### config.mk
export PLATFORM = sky130hd
export DESIGN_NAME = pbus_master_arb
export DESIGN_NICKNAME = d
export VERILOG_FILES = /design/src/rtl/pbus_master_arb.sv
export SDC_FILE = /design/constraint.sdc
export NUM_CORES = 1
export LEC_CHECK = 0
export ABC_AREA = 0
export BUFFER_PORTS_ARGS = -buffer_cell sky130_fd_sc_hd__buf_2
export CORE_MARGIN = 10
export CORE_UTILIZATION = 37
export DETAILED_ROUTE_END_ITERATION = 6
export PLACE_DENSITY = 0.7
export SLEW_MARGIN = 20
export SYNTH_ARGS = -nofsm -noshare
export SYNTH_HDL_FRONTEND = slang
export SYNTH_SLANG_ARGS = --single-unit
### constraint.sdc
create_clock -name pbus_clk -period 2.8 [get_ports pbus_clk]
set_clock_uncertainty 0.15 [all_clocks]
set_input_delay 0.28 -clock pbus_clk [delete_from_list [all_inputs] [get_ports pbus_clk]]
set_output_delay 0.28 -clock pbus_clk [all_outputs]
set_load 0.005 [all_outputs]
### src/rtl/pbus_master_arb.sv
// Round-robin pbus master: shares one APB-like pbus among NUM_REQ requesters,
// running SETUP/ACCESS transfers with wait states and an ACCESS-phase timeout.
module pbus_master_arb #(
    parameter int NUM_REQ = 2,
    parameter int TIMEOUT = 16
) (
    input  logic                  pbus_clk,
    input  logic                  pbus_rst,
    input  logic [NUM_REQ-1:0]    req_i,
    input  logic [NUM_REQ-1:0]    we_i,
    input  logic [32*NUM_REQ-1:0] addr_i,
    input  logic [32*NUM_REQ-1:0] wdata_i,
    output logic [NUM_REQ-1:0]    ack_o,
    output logic [31:0]           rdata_o,
    output logic                  err_o,
    output logic                  busy_o,
    output logic [31:0]           pbus_addr_o,
    output logic                  pbus_write_o,
    output logic                  pbus_sel_o,
    output logic                  pbus_enable_o,
    output logic [31:0]           pbus_wdata_o,
    input  logic [31:0]           pbus_rdata_i,
    input  logic                  pbus_ready_i,
    input  logic                  pbus_slverr_i
);

    localparam int unsigned NR = NUM_REQ;
    localparam int GW = (NUM_REQ > 1) ? $clog2(NUM_REQ) : 1;
    localparam int CW = $clog2(TIMEOUT);

    typedef enum logic [1:0] {IDLE, SETUP, ACCESS, DONE} state_t;

    state_t              state_q, state_n;
    logic [GW-1:0]       g_q, g_n;
    logic [GW-1:0]       last_g_q, last_g_n;
    logic [CW-1:0]       cnt_q, cnt_n;
    logic [NUM_REQ-1:0]  ack_n;
    logic [31:0]         rdata_n, addr_n, wdata_n;
    logic                err_n, busy_n, write_n, sel_n, enable_n;

    logic                found;
    logic [GW-1:0]       pick;
    logic [31:0]         pick_addr, pick_wdata;

    // Round-robin: first requester strictly after last_g_q, wrapping around.
    always_comb begin
        found = 1'b0;
        pick  = last_g_q;
        for (int unsigned i = 1; i <= NR; i++) begin
            int unsigned tmp;
            logic [GW-1:0] cand;
            tmp = 32'(last_g_q) + i;
            if (tmp >= NR) tmp = tmp - NR;
            cand = GW'(tmp);
            if (!found && req_i[cand]) begin
                found = 1'b1;
                pick  = cand;
            end
        end
    end

    always_comb begin
        pick_addr  = '0;
        pick_wdata = '0;
        for (int unsigned i = 0; i < NR; i++) begin
            if (pick == GW'(i)) begin
                pick_addr  = addr_i[32*i +: 32];
                pick_wdata = wdata_i[32*i +: 32];
            end
        end
    end

    always_comb begin
        state_n  = state_q;
        g_n      = g_q;
        last_g_n = last_g_q;
        cnt_n    = cnt_q;
        ack_n    = '0;
        rdata_n  = rdata_o;
        err_n    = err_o;
        addr_n   = pbus_addr_o;
        write_n  = pbus_write_o;
        sel_n    = pbus_sel_o;
        enable_n = pbus_enable_o;
        wdata_n  = pbus_wdata_o;
        unique case (state_q)
            IDLE: begin
                if (found) begin
                    g_n     = pick;
                    addr_n  = pick_addr;
                    write_n = we_i[pick];
                    wdata_n = pick_wdata;
                    sel_n   = 1'b1;
                    state_n = SETUP;
                end
            end
            SETUP: begin
                cnt_n    = '0;
                enable_n = 1'b1;
                state_n  = ACCESS;
            end
            ACCESS: begin
                if (pbus_ready_i || cnt_q == CW'(TIMEOUT - 1)) begin
                    // Ready on the final allowed cycle still counts as a normal completion.
                    rdata_n    = (pbus_ready_i && !pbus_write_o) ? pbus_rdata_i : '0;
                    err_n      = pbus_ready_i ? pbus_slverr_i : 1'b1;
                    ack_n[g_q] = 1'b1;
                    sel_n      = 1'b0;
                    enable_n   = 1'b0;
                    write_n    = 1'b0;
                    state_n    = DONE;
                end else begin
                    cnt_n = cnt_q + CW'(1);
                end
            end
            DONE: begin
                last_g_n = g_q;
                state_n  = IDLE;
            end
            default: state_n = IDLE;
        endcase
        busy_n = (state_n != IDLE);
    end

    always_ff @(posedge pbus_clk) begin
        if (pbus_rst) begin
            state_q       <= IDLE;
            g_q           <= '0;
            last_g_q      <= GW'(NUM_REQ - 1);
            cnt_q         <= '0;
            ack_o         <= '0;
            rdata_o       <= '0;
            err_o         <= 1'b0;
            busy_o        <= 1'b0;
            pbus_addr_o   <= '0;
            pbus_write_o  <= 1'b0;
            pbus_sel_o    <= 1'b0;
            pbus_enable_o <= 1'b0;
            pbus_wdata_o  <= '0;
        end else begin
            state_q       <= state_n;
            g_q           <= g_n;
            last_g_q      <= last_g_n;
            cnt_q         <= cnt_n;
            ack_o         <= ack_n;
            rdata_o       <= rdata_n;
            err_o         <= err_n;
            busy_o        <= busy_n;
            pbus_addr_o   <= addr_n;
            pbus_write_o  <= write_n;
            pbus_sel_o    <= sel_n;
            pbus_enable_o <= enable_n;
            pbus_wdata_o  <= wdata_n;
        end
    end

endmodule

# --- Word-level counts from Yosys, hierarchy flattened ---
# Cells that the tools add are included.
totals:
  wordCells: 79
  out_inout_bits: 103
  input_bits: 168
  register_bits: 111
op_classes:
  magnitude_cmp: 7
  n_bitwise: 2
  reduce_logical: 16
  n_mux: 29
  addsub: 5
  n_eq_ne: 7
op_table:
  columns: ["operator", "count"]
  rows:
  - ["$mux W32", 3]
  - ["$mux W1", 17]
  - ["$lt A1 B2 Y1 const B", 4]
  - ["$pmux W2 S4", 1]
  - ["$pmux W4 S2", 1]
  - ["$reduce_and A2 Y1", 4]
  - ["$ne A2 B2 Y1 const B", 3]
  - ["$pmux W1 S2", 3]
  - ["$reduce_bool A2 Y1", 3]
  - ["$add A4 B1 Y4 const B", 1]
  - ["$eq A2 B2 Y1 const B", 2]
  - ["$eq A4 B4 Y1 const B", 1]
  - ["$mux W2", 2]
  - ["$mux W4", 1]
  - ["$add A1 B2 Y3 const B", 1]
  - ["$ge A3 B2 Y1 const B", 1]
  - ["$logic_and A1 B1 Y1", 3]
  - ["$reduce_and A3 Y1", 1]
  - ["$reduce_or A3 Y1", 1]
  - ["$add A1 B1 Y2 const B", 1]
  - ["$eq A2 B1 Y1 const B", 1]
  - ["$ge A2 B2 Y1 const B", 1]
  - ["$logic_not A1 Y1", 2]
  - ["$logic_not A2 Y1", 1]
  - ["5 further kinds", 7]

# --- Depth between registers and ports, before layout ---
# Gate-level depths: netlist of the first run.
logic_depth:
  word_depth: 13
  ltp_mapped: 7
  depth_no_buf: 6

# --- Least setup slack after synthesis of the first run ---
# OpenSTA, ideal clock, no wires.
synth_timing:
  kind: "reg-to-reg"
  start: "reg state_q[0]"
  end: "reg pbus_write_o"
  arrival_time_ns: 1.378
  stages_incl_launch_ff: 8
  n_path_buf: 1
  t_required_ns: 2.519
  setup_ns: 0.131
  slack_ns: 1.141
  period_less_slack_ns: 1.659
  path_cell_list: "dfxtp_1 -> inv_1 -> ha_1 -> buf_2 -> nand2b_1 -> nor2_1 -> o311ai_1 -> o41ai_1"
synth_between:
  elab_chain_len: 3
  word_cells_on_any_way: 7
  cone_classes: "3 x eq/ne; 1 x mux; 3 x reduce/logical"
synth_lines:
  columns: ["item", "line_no", "rtl"]
  rows:
  - ["from (decl)", "33", "state_t state_q, state_n;"]
  - ["from (signal assigned)", "141", "state_q <= state_n;"]
  - ["$eq A2 B2 Y1 or $logic_not A2 Y1 (tied branches)", "86", "unique case (state_q)"]
  - ["$ne A2 B2 Y1 (no source line) or $reduce_bool A2 Y1 (tied branches)", null, null]
  - ["$reduce_and A3 Y1 (no source line)", null, null]
  - ["to (signal assigned)", "150", "pbus_write_o <= write_n;"]
  - ["to (decl)", "18", "output logic pbus_write_o,"]
# Parallel ways exist; a longest one is shown, timed or not.
# A chain may end at the register's enable or synchronous reset.

# --- Worst setup path in the final report of the first run ---
layout_timing:
  start: "reg state_q[0]"
  end: "reg rdata_o[30]"
layout_between:
  elab_chain_len: 2
layout_lines:
  columns: ["item", "line_no", "rtl"]
  rows:
  - ["$eq A2 B2 Y1", "86", null]
  - ["$reduce_and A2 Y1 (no source line)", null, null]
  - ["to (signal assigned)", "146", "rdata_o <= rdata_n;"]
  - ["to (decl)", "14", "output logic [31:0] rdata_o,"]
# Every way passes these cells.

==> results.toml, run 1 <==
[sta]
slew_violations = 0
rsz0062_at_grt = "no"
setup_tns_ps = 0
timing.fmax_mhz = 457
tightest_slew_ps = 788
max-slew-margin-rel_pct = 47.4
finalCriticalPeriod_ps = 2190
finalHoldViolCount = 0
finalCritPeriodShare_pct = 78.1
setup_viol = 0

[outcome]
status = "complete, no violations"

[pwr]
ir_worst_vdd_v = 0.000585
p_leak_nw = 3.29
p_per_area_nw_per_um2 = 867

[worst_setup_path]
slowest_delay_ps = 610
worstPathMaxFanout = 33
worstSetupEndpointType = "register"
cp_slowest_cell = "nor2_4"
critPathRequiredTime_ps = 2950
path_class = "register to register"
critPathArrivalTime_ps = 2330
start_kind = "register"
path_cells = "inv_1 > ha_1 > o21a_2 > nor2_4 > a22o_1"

[placement]
io_buffers = 270
dpl.hpwl_um = 11600
gp_congestion = 0.752

[detailed_routing]
num_vias = 4403
drt_wl_total_um = 15400
drt_pre_antenna_iters = 4
via_per_inst = 4.90
drcViolationCount = 0
drtAntennaViolNets = 0
dr.first_iter.drc_count = 216
wire_per_inst_um = 17.2

[floorplan]
die_h_um = 132
coreArea_um2 = 12100
start_util_pct = 38.1
row_count = 40
die_x_um = 132
die_area_um2 = 17300
io_pins = 271

[synthesis]
yosys_warnings = 0
yosysTopAreaCell = "dfxtp_1"
yosysUniqueCellTypes = 35
ys_async_sr_fraction_pct = 0
postSynthAreaPerCell_um2 = 10.5
ys_seq_elements = 111
syn_inst = 437
yosysMostFrequentCell = "dfxtp_1"
ys_seq_area_share_pct = 48.2
yosysTopAreaCellShare_pct = 48.2
synth_edf_count = 0
syn-num-nets = 611
synth_common_cells = "111 x dfxtp_1, 71 x nor2_1, 66 x mux2i_1"
syn-cell-area_um2 = 4610
synth_flop_cell = "dfxtp_1"
synth_area_leaders = "dfxtp_1 48%, mux2i_1 14%, a211oi_1 7.3%, a22o_1 6.1%, nor2_1 5.8%"

[cts]
worstSkewPairLatency_ps = 360
cts_made_buffers = 9
cts_tree = "built"
cts_buffer_depth = 2
clk_pin_slew_ps = 80
clockRootBuffer = "clkbuf_16"
h-tree-depth = 3
cts_resized = 0
cts.sinks = 111

[run]
max_cap_violations = 0

[global_routing]
antenna_found_initial = 3
grt_pass1_wl_um = 24200
track_usage_pct = 17.1
overflow = 0
grt_pass1_vias = 4582
grt_max_degree = 79

[cells_and_area]
register_area_um2 = 2220
fin_nets = 894
multiInputGateArea_um2 = 2180
fin_util_pct = 55.0
fill_cells = 1113
area_delta_synth_final_pct = 44.5
drive_gt1_share_pct = 44.0

[worst_hold_path]
hold_path.class = "primary input to register"
per-stage QoR:
step / setup WS, ps / instance area (um2) / total power, mW / hold slack, ps / instances
6_report: 614 / 6660 / 5.77 / 53.5 / 898
5_1_grt: 484 / 6660 / 6.18 / 53.9 / 897
4_1_cts: 660 / 6650 / 5.82 / 32.8 / 893
3_5_place_dp: 664 / 6040 / 4.54 / 307 / 845
3_3_place_gp: 775 / 6040 / 4.44 / 300 / 845
2_1_floorplan: 1140 / 4610 / 3.70 / 255 / 437
worst paths after layout:
check	cells after the start	slack, ps	to	start
max reg2reg	5	610	rdata_o[30]	state_q[0]
min	2	50	err_o	pbus_slverr_i
min reg2reg	1	330	ack_o[0]	g_q
max	5	610	rdata_o[30]	state_q[0]
cells in the final DEF (no fill, tap or decap), types with 9 or more instances in the layout:
cell type | netlist | final
nor2_1 | 71 | 71
buf_2 | 18 | 269
a211oi_2 | 20 | 20
mux2i_1 | 66 | 66
dfxtp_1 | 111 | 111
clkbuf_16 | 0 | 9
dlygate4sd3_1 | 0 | 32
a211oi_1 | 45 | 45
a22o_1 | 32 | 32
power by group:
part           internal [mW]  switching [mW]  leakage [nW]  total (mW)
Clock                  0.625           0.621         0.144        1.25
Combinational          0.986            1.27          2.23        2.25
Sequential              2.04           0.236         0.914        2.28
layer usage:
layer | part of all wire (%) | global-route usage (%)
met5 | 0 | 0
met4 | 3.1 | 8.90
met3 | 6.5 | 4.31
met2 | 51 | 29.6
met1 | 40 | 18.8
kinds of logic after synthesis:
| group | synth area share [%] |
|---|---|
| compound gates | 22.3 |
| fa+ha+maj | 1.63 |
| buf+inv | 4.89 |
| flops | 48.2 |
| mux | 14.3 |
| simple gates | 8.66 |
registers in the layout, indices dropped and copies added, names as in the netlist:
name	cells
pbus_addr_o	32
pbus_wdata_o	32
rdata_o	32
cnt_q	4
ack_o	2
state_q	2
busy_o	1
err_o	1
g_q	1
last_g_q	1
pbus_enable_o	1
pbus_sel_o	1
pbus_write_o	1
repair_timing:
item	in CTS	in global routing
endpoints found under the setup margin	0	0
hold buffers	32	0
setup buffers	0	0
endpoints found under the hold margin	32	0
critical path, delay by kind of cell, from the launching register on:
| kind | cells | cell delay [ps] |
|---|---|---|
| DFF | 1 | 430 |
| and+or+nand+nor | 1 | 610 |
| AOI/OAI and AO/OA | 2 | 480 |
| buffers and inverters | 1 | 120 |
| adders and majority gates | 1 | 330 |
area by class of cell:
class	instances	share of cell area [%]
flip-flops and latches	111	33.4
multi-input cells	286	32.7
repair buffers	308	26.0
clock buffers	9	3.38
well taps	168	3.16
clock inverters	7	0.939
inverters	4	0.225
diodes	5	0.188
Power figures use the tool's default switching activity.
==> run 2, diff against run 1 <==
==> constraint.sdc (replaced) <==
create_clock -name pbus_clk -period 2.1 [get_ports pbus_clk]
set_clock_uncertainty 0.15 [all_clocks]
set_input_delay 0.21 -clock pbus_clk [delete_from_list [all_inputs] [get_ports pbus_clk]]
set_output_delay 0.21 -clock pbus_clk [all_outputs]
set_load 0.005 [all_outputs]
==> run 2 against run 1 <==
  * Power increased by 39%
  * Register-to-register slack worse by 480 ps
  * Critical path depth increased by 1
  * Clock power grew 50%
  * Die area stayed put
  * Sequential share of layout area shrank 0.66 points
  * Final area is 2.0% higher
  * Largest power group is now combinational logic
  * Highest routed layer unchanged
==> results.toml, run 2 (synthesis results as in run 1) <==
[global_routing]
grt_pass1_vias = 4680
antenna_found_initial = 2
track_usage_pct = 17.1
grt_pass1_wl_um = 24600
overflow = 0
grt_max_degree = 79

[cells_and_area]
reg_top3 = "pbus_addr_o x32, pbus_wdata_o x32, rdata_o x32"
drive_gt1_share_pct = 44.2
fin_cells = 897
fin_nets = 896
final_cell_mix = "269 x buf_2, 111 x dfxtp_1, 71 x nor2_1"
layout_commonest_cell = "buf_2"
area_delta_synth_final_pct = 47.4

[cts]
cts.sinks = 111
worstSkewPairLatency_ps = 350
cts_tree = "built"
h-tree-depth = 3
cts_made_buffers = 9
post-cts-setup-buffers = 0
cts_buffer_depth = 2
clk_pin_slew_ps = 80
clockRootBuffer = "clkbuf_16"

[sta]
slew_violations = 0
max-slew-margin-rel_pct = 63.8
finalHoldViolCount = 0
rsz0062_at_grt = "no"
timing.fmax_mhz = 508
finalCritPeriodShare_pct = 93.7
finalCriticalPeriod_ps = 1970
setup_tns_ps = 0
tightest_slew_ps = 544
setup_viol = 0

[detailed_routing]
dr.first_iter.drc_count = 227
dr_wl_met2_um = 7980
wl_met3_um = 1030
via_per_inst = 4.90
num_vias = 4393
drt_wl_total_um = 15600
routed.top_layer = "met4"
wire_per_inst_um = 17.4
wl_met1_um = 6120
drt_pre_antenna_iters = 4
drtAntennaViolNets = 0
drcViolationCount = 0

[worst_setup_path]
critPathArrivalTime_ps = 2060
path_class = "register to register"
worstSetupEndpointType = "register"
worstPathMaxFanout = 33
critPathRequiredTime_ps = 2190
start_kind = "register"

[floorplan]
die_area_um2 = 17300
io_pins = 271
die_x_um = 132
coreArea_um2 = 12100
die_h_um = 132
start_util_pct = 38.1
row_count = 40

[pwr]
p_per_area_nw_per_um2 = 1180
ir_worst_vdd_v = 0.000993
p_leak_nw = 3.34

[placement]
io_buffers = 270
dp.cells = 846
gp_congestion = 0.805
dpl.hpwl_um = 11700

[outcome]
status = "complete, no violations"

[run]
max_cap_violations = 0

[worst_hold_path]
hold_path.class = "primary input to register"
run 2: cell types whose count changed in the layout (fill, tap and decap cells not counted), sizes merged:
cell         before  now
buf             276  277
bufinv            0    2
clkinv            3    1
clkinvlp          0    2
diode             5    2
dlygate4sd3      32   33
inv               8    6
run 2: repair_timing:
action,in CTS,in global routing
hold endpoints to repair,33,0
endpoints found under the setup margin,0,1
hold buffers,33,0
gates resized for setup,0,1
run 2: layout make-up:
class	instances	area [um2]
Tap cell	168	210
Multi-Input combinational cell	286	2190
Fill cell	1060	5320
Timing Repair Buffer	310	1820
Clock inverter	7	104
Antenna cell	2	5.00
Clock buffer	9	225
Inverter	4	15.0
Sequential cell	111	2220
run 2: per-stage QoR:
stage	hold WS, ps	area [um2]	utilization [%]	power (mW)	setup slack (ps)
2_1_floorplan	185	4610	-	4.93	441
3_3_place_gp	268	6120	50.5	6.02	362
3_5_place_dp	272	6120	50.5	6.16	205
4_1_cts	36.5	6780	56.0	8.07	178
5_1_grt	47.6	6790	56.1	8.56	84.6
6_report	42.4	6790	56.1	8.02	132
run 2: critical path, stage by stage, from the launching register on:
cell     delay [ps]
dfxtp_1         380
inv_1           130
ha_1            410
o21a_2          270
nor2_4           50
buf_12          180
a22o_1          270
run 2: power breakdown:
group / leakage [nW] / switching, mW / internal (mW)
logic: 2.27 / 1.71 / 1.40
clock network: 0.154 / 0.805 / 1.06
registers: 0.914 / 0.324 / 2.72
run 2: path summary, 6_finish.rpt:
kind / start / to / slack (ps) / cells after the start
min: addr_i[45] / pbus_addr_o[13] / 40 / 3
min reg2reg: rdata_o[2] / rdata_o[2] / 330 / 1
max reg2reg: state_q[0] / rdata_o[9] / 130 / 6
max: state_q[0] / rdata_o[9] / 130 / 6
run 2: layer usage:
metal	global-route usage, %	vias up
li1	-	2179
met1	18.2	2006
met2	30.1	177
met3	5.79	31
met4	7.60	0
met5	0	-
==> run 3, diff against run 2 <==
--- a/config.mk
+++ b/config.mk
@@ -7,10 +7,9 @@
 export LEC_CHECK = 0
 export ABC_AREA = 0
 export BUFFER_PORTS_ARGS = -buffer_cell sky130_fd_sc_hd__buf_2
-export CORE_MARGIN = 10
 export CORE_UTILIZATION = 37
 export DETAILED_ROUTE_END_ITERATION = 6
-export PLACE_DENSITY = 0.7
+export PLACE_DENSITY_LB_ADDON = 0.08
 export SLEW_MARGIN = 20
 export SYNTH_ARGS = -nofsm -noshare
 export SYNTH_HDL_FRONTEND = slang
==> run 3 against run 2 <==
  * Maximum frequency rose by 6.9%
  * Global-route usage rose by 2.0 points
  * Register-to-register slack improved by 130 ps
  * Sequential cell count did not move
  * First-iteration DRC count fell by 6.2%
  * Routed wire length fell by 19%
  * Power fell by 4.8%
  * Hold slack improved by 8.0 ps
  * Largest cell class unchanged
  * Largest power group is now sequential cells
  * Highest routed layer unchanged
==> results.toml, run 3 (synthesis results as in run 1) <==
[sta]
finalHoldViolCount = 0
max-slew-margin-rel_pct = 69.8
setup_viol = 0
rsz0062_at_grt = "no"
setup_tns_ps = 0
slew_violations = 0
tightest_slew_ps = 448
finalCriticalPeriod_ps = 1840
fin_hold_ws_ps = 50.5
worst_slack_ps = 258
finalCritPeriodShare_pct = 87.7
timing.fmax_mhz = 543

[worst_setup_path]
start_kind = "register"
critPathArrivalTime_ps = 1930
worstPathMaxFanout = 33
worstSetupEndpointType = "register"
critPathRequiredTime_ps = 2190
path_class = "register to register"

[global_routing]
grt_pass1_vias = 3911
antenna_found_initial = 0
track_usage_pct = 19.2
grt_pass1_wl_um = 19200
grt_max_degree = 83
overflow = 0

[cts]
cts.sinks = 111
cts_made_buffers = 9
worstSkewPairLatency_ps = 340
h-tree-depth = 3
clockRootBuffer = "clkbuf_16"
cts_buffer_depth = 2
cts_tree = "built"
clk_pin_slew_ps = 70

[placement]
dp.cells = 848
postPlaceCellArea_um2 = 6110
io_buffers = 270
gp_congestion = 0.777
dpl.hpwl_um = 9410
pre_cts_ws_ps = 273

[cells_and_area]
reg_top3 = "pbus_addr_o x32, pbus_wdata_o x32, rdata_o x32"
drive_gt1_share_pct = 44.2
fin_nets = 898
fin_cells = 897
fill_cells = 1076
layout_commonest_cell = "buf_2"
final_cell_mix = "269 x buf_2, 111 x dfxtp_1, 71 x nor2_1"
num_antenna_cells = 0
area_delta_synth_final_pct = 45.8
fin_area_um2 = 6720

[floorplan]
io_pins = 271
row_count = 40
die_area_um2 = 12900
die_h_um = 114
start_util_pct = 38.2
die_x_um = 114
coreArea_um2 = 12100

[worst_hold_path]
hold_path.class = "primary input to register"

[pwr]
p_per_area_nw_per_um2 = 1140
p_leak_nw = 3.32
ir_worst_vdd_v = 0.000532

[run]
max_cap_violations = 0

[detailed_routing]
drcViolationCount = 0
dr.first_iter.drc_count = 213
wire_per_inst_um = 14.1
drt_wl_total_um = 12700
drtAntennaViolNets = 0
drt_pre_antenna_iters = 4
num_vias = 4286
via_per_inst = 4.78

[outcome]
status = "complete, no violations"
## run 3: power by group
group	switching, mW	internal [mW]
Combinational	1.62	1.38
Clock	0.787	0.823
Sequential	0.304	2.72
## run 3: area by class of cell
cell class              count  area [um2]  share of cell area, %
inverters                   4        15.0                  0.223
well taps                 168         210                   3.13
flip-flops and latches    111        2220                   33.1
clock inverters             7        53.8                  0.800
multi-input cells         286        2180                   32.4
repair buffers            312        1810                   27.0
clock buffers               9         225                   3.35
## run 3: what timing repair did
| item | CTS | global route |
|---|---|---|
| gates resized for setup | 0 | 0 |
| hold endpoints to repair | 33 | 0 |
| setup endpoints to repair | 0 | 0 |
| hold buffers | 33 | 0 |
| buffers inserted | 0 | 0 |
## run 3: stage by stage
stage	utilization (%)	power, mW
after floorplan	-	4.93
after global placement	50.7	5.97
after detailed placement	50.7	6.06
after CTS	55.7	7.74
after global routing	55.7	8.19
final	55.7	7.63
## run 3: final timing paths
check	startpoint	endpoint	slack [ps]	cells past startpoint
worst max-delay path	state_q[0]	rdata_o[3]	260	6
worst min-delay path	addr_i[43]	pbus_addr_o[11]	50	3
worst max register to register	state_q[0]	rdata_o[3]	260	6
worst min register to register	rdata_o[29]	rdata_o[29]	320	1
## run 3: layer usage
metal	track usage, %	up-vias	routed length (um)
met5	0	-	0
li1	-	2181	-
met2	34.4	182	6370
met4	7.54	0	201
met1	22.5	1905	5280
met3	3.61	18	823
## run 3: critical path: stages (launching register included)
cell and delay (ps):
dfxtp_1 360, inv_1 120, ha_1 360, o21a_2 260
nor2_4 50, buf_12 180, a22o_1 240
